File: config.mk
export PLATFORM = sky130hd
export DESIGN_NAME = qed_commit_tracker
export DESIGN_NICKNAME = d
export VERILOG_FILES = /design/src/rtl/qed_commit_tracker.sv
export SDC_FILE = /design/constraint.sdc
export NUM_CORES = 1
export LEC_CHECK = 0
export BUFFER_PORTS_ARGS = -buffer_cell sky130_fd_sc_hd__buf_2
export CELL_PAD_IN_SITES_DETAIL_PLACEMENT = 1
export CELL_PAD_IN_SITES_GLOBAL_PLACEMENT = 2
export CORE_ASPECT_RATIO = 1.25
export CORE_UTILIZATION = 34
export CTS_CLUSTER_SIZE = 30
export DETAILED_ROUTE_END_ITERATION = 16
export GPL_TIMING_DRIVEN = 0
export PLACE_DENSITY_LB_ADDON = 0.1
export SLEW_MARGIN = 10
export SYNTH_ARGS = -nofsm -noshare
export SYNTH_HDL_FRONTEND = slang
export SYNTH_SLANG_ARGS = --single-unit
File: constraint.sdc
create_clock -name clk -period 3 [get_ports clk]
set_input_delay 0.3 -clock clk [delete_from_list [all_inputs] [get_ports clk]]
set_output_delay 0.3 -clock clk [all_outputs]
set_load 0.02 [all_outputs]
File: src/rtl/qed_commit_tracker.sv
// qed_commit_tracker: SQED commit point selection plus original/duplicate retire tracking and QED check qualification
//   in : clk, rst (async active-low), sif_trigger, pipe_empty, retire_valid, retire_is_dup, retire_is_nop
//   out: sif_state, sif_commit, sif_commit_pulsed, qed_num_orig, qed_num_dup, qed_check_valid, cnt_overflow, order_err
module qed_commit_tracker #(
    parameter int CNT_W = 8
) (
    input  logic             clk,
    input  logic             rst,
    input  logic             sif_trigger,
    input  logic             pipe_empty,
    input  logic             retire_valid,
    input  logic             retire_is_dup,
    input  logic             retire_is_nop,
    output logic [1:0]       sif_state,
    output logic             sif_commit,
    output logic             sif_commit_pulsed,
    output logic [CNT_W-1:0] qed_num_orig,
    output logic [CNT_W-1:0] qed_num_dup,
    output logic             qed_check_valid,
    output logic             cnt_overflow,
    output logic             order_err
);
    typedef enum logic [1:0] {IDLE = 2'd0, COMMIT = 2'd1, TRACK = 2'd2} state_t;
    state_t           r_state, w_next;
    logic [CNT_W-1:0] r_orig, r_dup;
    logic             r_ovf, r_oerr;
    logic             w_active, w_cnt, w_inc_orig, w_inc_dup, w_orig_max, w_dup_max;
    always_comb begin
        w_next = IDLE;
        case (r_state)
            IDLE:          w_next = (sif_trigger && pipe_empty && !retire_valid) ? COMMIT : IDLE;
            COMMIT, TRACK: w_next = TRACK;
            default:       w_next = IDLE;
        endcase
    end
    assign w_active   = (r_state == COMMIT) || (r_state == TRACK);
    // once overflow is flagged both counters freeze, so nothing further is counted
    assign w_cnt      = w_active && retire_valid && !retire_is_nop && !r_ovf;
    assign w_inc_orig = w_cnt && !retire_is_dup;
    assign w_inc_dup  = w_cnt && retire_is_dup;
    assign w_orig_max = &r_orig;
    assign w_dup_max  = &r_dup;
    always_ff @(posedge clk or negedge rst) begin
        if (!rst) begin
            r_state <= IDLE;
            r_orig  <= '0;
            r_dup   <= '0;
            r_ovf   <= 1'b0;
            r_oerr  <= 1'b0;
        end else begin
            r_state <= w_next;
            if (w_inc_orig && !w_orig_max)
                r_orig <= r_orig + CNT_W'(1);
            if (w_inc_dup && !w_dup_max)
                r_dup <= r_dup + CNT_W'(1);
            if ((w_inc_orig && w_orig_max) || (w_inc_dup && w_dup_max))
                r_ovf <= 1'b1;
            if (w_inc_dup && (r_dup >= r_orig))
                r_oerr <= 1'b1;
        end
    end
    assign sif_state         = r_state;
    assign sif_commit        = w_active;
    assign sif_commit_pulsed = (r_state == COMMIT);
    assign qed_num_orig      = r_orig;
    assign qed_num_dup       = r_dup;
    assign cnt_overflow      = r_ovf;
    assign order_err         = r_oerr;
    assign qed_check_valid   = w_active && (r_orig == r_dup) && (r_orig != '0) && pipe_empty && !r_ovf && !r_oerr;
endmodule

### Word level (Yosys, flattened, before mapping)

Cells that the tools add are included.

| storage, ports and cells | value |
|---|---|
| register bits after elaboration | 20 |
| input bits | 7 |
| output and inout bits | 23 |
| logic and storage cells | 44 |

| operators by class | value |
|---|---|
| $add $sub $neg | 2 |
| $lt $le $gt $ge | 1 |
| equality and inequality tests | 3 |
| multiplexer cells | 2 |
| reduce and logical (&&, ||, !) cells | 31 |

Operator list:

| operator | number |
|---|---|
| $logic_and A1 B1 Y1 | 17 |
| $add A8 B1 Y8 const B | 2 |
| $reduce_and A8 Y1 | 2 |
| $eq A8 B8 Y1 | 1 |
| $ge A8 B8 Y1 | 1 |
| $reduce_bool A8 Y1 | 1 |
| $logic_not A1 Y1 | 7 |
| $pmux W2 S2 | 1 |
| $eq A2 B1 Y1 const B | 1 |
| $eq A2 B2 Y1 const B | 1 |
| $logic_not A2 Y1 | 1 |
| $logic_or A1 B1 Y1 | 2 |
| $reduce_or A2 Y1 | 1 |
| $mux W1 | 1 |

### Logic depth before layout (Yosys ltp)

| logic depth | value |
|---|---|
| depth in word-level cells | 8 |
| mapped depth | 7 |
| mapped depth without buffers | 6 |

### Worst setup path before layout

Ideal clock, no wire load.

| path | value |
|---|---|
| path type | register to output |
| from | register r_state[0], in the netlist sif_state[0] |
| to | output port qed_check_valid |
| arrival | 1.769 ns |
| required time | 2.700 ns |
| path slack | 0.931 ns |
| cell stages (with the launch flop) | 5 |
| buffers on the path | 0 |
| cells stage by stage | dfrtp_1 > inv_1 > ha_1 > nand4bb_1 > nor4_1 |

| between the ends | value |
|---|---|
| word-level cells in the longest chain between the ends | 7 |
| elaborated cells between the ends (all ways) | 8 |
| classes of those cells | eq/ne (2); reduce/logical (6) |

Ends and longest elaborated chain:

| what | RTL line | RTL |
|---|---|---|
| start, declared | 24 | `state_t r_state, w_next;` |
| start signal, assigned | 51 | `r_state <= w_next;` |
| $eq A2 B1 Y1 or $eq A2 B2 Y1 (tied branches) | 36 | `assign w_active = (r_state == COMMIT) \|\| (r_state == TRACK);` |
| $logic_or A1 B1 Y1 (*) | 36 |  |
| named net sif_commit | 15 | `output logic sif_commit,` |
| $logic_and A1 B1 Y1 (*) (5 in a row) | 69 | `assign qed_check_valid = w_active && (r_orig == r_dup) && (r_orig != '0) && pipe_empty && !r_ovf && !r_oerr;` |
| end, declared | 19 | `output logic qed_check_valid,` |

Mark *: on every way through the listed nets, which the timed path passes. The rest lies on a longest branch.

### Final worst setup path

| path | value |
|---|---|
| from | register r_orig[2], in the netlist qed_num_orig[2] |
| to | output port qed_check_valid |

| between the ends | value |
|---|---|
| word-level cells in the longest chain between the ends | 6 |
| elaborated cells between the ends (all ways) | 7 |
| classes of those cells | eq/ne (1); reduce/logical (6) |

Ends and longest elaborated chain:

| what | RTL line | RTL |
|---|---|---|
| start, declared | 25 | `logic [CNT_W-1:0] r_orig, r_dup;` |
| start signal, assigned | 53 | `r_orig <= r_orig + CNT_W'(1);` |
| $eq A8 B8 Y1 | 69 |  |
| $logic_and A1 B1 Y1 | 69 |  |
| $logic_and A1 B1 Y1 (*) (4 in a row) | 69 |  |

Mark *: on every way between the ends. The rest lies on a longest branch, timed or not.

==> metrics.cfg <==
[final_layout]
final_nets = 173
final_cell_mix = 29 x sky130_fd_sc_hd__buf_2, 20 x sky130_fd_sc_hd__dfrtp_1, 14 x sky130_fd_sc_hd__ha_1
antennaDiodeCount = 0
area.growth.synth_to_final_pct = 20.5
utilization_pct = 43.6
mostFrequentLayoutCell = sky130_fd_sc_hd__buf_2
layout-drive-gt1-share_pct = 24.0
finish.instance_area_um2 = 1430

[worst_setup_path]
critical_path_peak_fanout = 7
setup.worst_path.end_class = output port
reg2reg_depth = 7
crit_path_top_delay_cell = sky130_fd_sc_hd__dfrtp_1
crit_path_max_incr_delay_ns = 0.47
cpLargestDelayFamily = flip-flops
reg2reg_slack_ns = 1.16
regToRegStartpoint = sif_state[0]
worstPathCellList = inv_1 -> ha_1 -> nand4_1 -> nor4_1 -> buf_2
buffer_and_inverter_count_on_the_worst_path = 2
worstPathRequired_ns = 2.70
critPathArrivalTime_ns = 1.80
timing.setup.critical_path_class = reg2out
r2r_end = qed_num_orig[4]
worstSetupStartpointType = flop

[route]
antenna_violating_nets_post_route = 0
total_number_of_vias = 961
drt_drc_violations_left = 0
drt-total-wl_mm = 2.91
first_iter_violations = 6
routed_via_density = 5.14
avgRoutedWirePerCell_um = 15.5
first_pass_iters = 2

[power]
power.share.sequential_pct = 39.3
post-layout-total-power_mw = 1.06
share_comb_of_total_power_pct = 44.4
power_frac_clock_pct = 16.3
vdd_drop_max_v = 0.000319
switching_power_mw = 0.462
powerDensity_nw_per_um2 = 744
cellInternalPower_mw = 0.601
lkg_pwr_nw = 0.745
netSwitchingFraction_pct = 43.5

[global_routing]
grt_first_pass_wirelength_mm = 4.89
grt_max_degree = 21
global_route.usage.total_pct = 18.4
vias_in_the_first_global_route = 1060
globalRouteOverflowTotal = 0
antenna_found_initial = 0

[floorplan]
design.portCount = 30
initial_core_util_pct = 36.2
fp.dieArea_um2 = 3730
row_count = 23
die_x_um = 54.8
placeableCoreArea_um2 = 3280
die_height_um = 68.0

[logic_synthesis]
syn_inst = 117
netlist.area_leader.share_pct = 42.2
postSynthRegisterBits = 20
netlist_top_cells_area = sky130_fd_sc_hd__dfrtp_1 42%, sky130_fd_sc_hd__ha_1 15%, sky130_fd_sc_hd__xnor2_1 7.4%, sky130_fd_sc_hd__nand4_1 4.7%, sky130_fd_sc_hd__inv_1 3.8%
synth-warning-count = 0
syn_nets = 138
post_synth_num_cell_types = 25
synthDominantAreaCellType = sky130_fd_sc_hd__dfrtp_1
synth_cell_area_um2 = 1190
ys_seq_area_share_pct = 42.2
avg_inst_size_synth_um2 = 10.1

[timing]
fmax_mhz = 476
hold_violations = 0
timing.final.max_slew_violations = 0
worstMarginPinSlew_ns = 0.466
fin_hold_ws_ns = 0.348
maxSlewHeadroom_pct = 69.0
rsz0062_at_grt = no
fin_worst_skew_ns = 0.00360
setup_violations = 0
finalSetupTns_ns = 0
post-route-min-period_ns = 2.10
ratio_of_final_minimum_period_to_clock_period_pct = 70.1

[cts]
worstSkewPairLatency_ns = 0.26
clockBufferDepth = 2
clk_pin_slew_ns = 0.07
tritoncts = done
cts_num_sinks = 20
htree_num_levels = 1
cts_buffers = 3
post-cts-setup-buffers = 0
root_buf_cell = sky130_fd_sc_hd__clkbuf_8

[min_path]
worst_hold_path.endpoint = sif_state[0]
hold_depth = 2
min-delay-start = pipe_empty
path_class_of_the_lowest_slack_min_delay_path = in2reg

[place]
placed_area_um2 = 1380
placement.io_buffers = 29
detailed_place_hpwl_mm = 2.32
globalplace.congestion = 0.740

[outcome]
status = completed

[run]
cap_viol_max_count = 0

==> how the worst max path moves through the flow <==
stage / from / cells past startpoint / endpoint / slack [ns]
detailed placement: qed_num_orig[2] / 5 / qed_check_valid / 1.14
global route: qed_num_orig[2] / 5 / qed_check_valid / 0.76
CTS: qed_num_orig[2] / 5 / qed_check_valid / 0.84
floorplan: sif_state[0] / 4 / qed_check_valid / 0.93
global placement: qed_num_orig[2] / 5 / qed_check_valid / 1.16
finish: qed_num_orig[2] / 5 / qed_check_valid / 0.90
==> metrics by stage <==
step | setup slack (ns) | instances
5_1_grt | 0.758 | 187
3_3_place_gp | 1.16 | 183
6_report | 0.898 | 187
4_1_cts | 0.840 | 187
2_1_floorplan | 0.931 | 117
3_5_place_dp | 1.14 | 183
==> per-layer routing <==
layer  vias to the layer above  track usage [%]  wire length (um)
met5                         -                0                 0
met4                         0             8.01                52
met3                         5             2.00                54
met2                        18             31.9              1540
met1                       461             22.1              1260
li1                        477                -                 -
==> Yosys cell counts <==
library cell	number
sky130_fd_sc_hd__nand4_1	9
sky130_fd_sc_hd__dfrtp_1	20
sky130_fd_sc_hd__and4_1	2
sky130_fd_sc_hd__nor3_1	5
sky130_fd_sc_hd__and3_1	1
sky130_fd_sc_hd__xor2_1	4
sky130_fd_sc_hd__a2111oi_0	1
sky130_fd_sc_hd__and4bb_2	1
sky130_fd_sc_hd__o21ai_0	1
sky130_fd_sc_hd__o21ai_1	2
sky130_fd_sc_hd__inv_1	12
sky130_fd_sc_hd__nand2b_1	3
sky130_fd_sc_hd__o211ai_2	1
sky130_fd_sc_hd__nand3_1	3
sky130_fd_sc_hd__nand4bb_1	1
sky130_fd_sc_hd__nand2_1	11
sky130_fd_sc_hd__nor4_1	2
sky130_fd_sc_hd__nor4_2	1
sky130_fd_sc_hd__o211a_1	2
sky130_fd_sc_hd__ha_1	14
sky130_fd_sc_hd__xnor2_1	10
sky130_fd_sc_hd__nor2_1	5
sky130_fd_sc_hd__a21oi_1	4
sky130_fd_sc_hd__o21bai_1	1
sky130_fd_sc_hd__buf_6	1
==> kinds of logic after synthesis <==
| kind of cell | count (synthesis) | synth area share [%] |
|---|---|---|
| flip-flops | 20 | 42.2 |
| adder cells (fa/ha/maj) | 14 | 14.8 |
| AO/OA/AOI/OAI | 12 | 7.07 |
| AND/OR/NAND/NOR | 44 | 20.9 |
| buffers and inverters | 13 | 4.75 |
| XOR/XNOR | 14 | 10.3 |
==> layout make-up <==
class	count	area, um2
inverters	12	45.0
repair buffers	30	155
plain buffers	1	11.3
flip-flops and latches	20	500
fillers	394	1850
multi-input cells	84	629
clock buffers	3	41.3
well taps	37	46.3
==> registers in the layout (all words and copies together), names as in the netlist <==
signal,cells
cnt_overflow,1
sif_state,2
qed_num_dup,8
qed_num_orig,8
order_err,1
==> timing repair <==
action | 4_1_cts | 5_1_grt
hold endpoints to repair | 10 | 0
hold buffers | 1 | 0
resized for setup | 0 | 0
==> power groups by stage <==
stage	clock network [mW]	registers, mW	logic [mW]
detailed placement	0	0.425	0.478
global placement	0	0.420	0.463
global route	0.194	0.436	0.537
CTS	0.185	0.420	0.482
finish	0.173	0.418	0.473
floorplan	0	0.487	0.246
(Power assumes the default switching activity.)
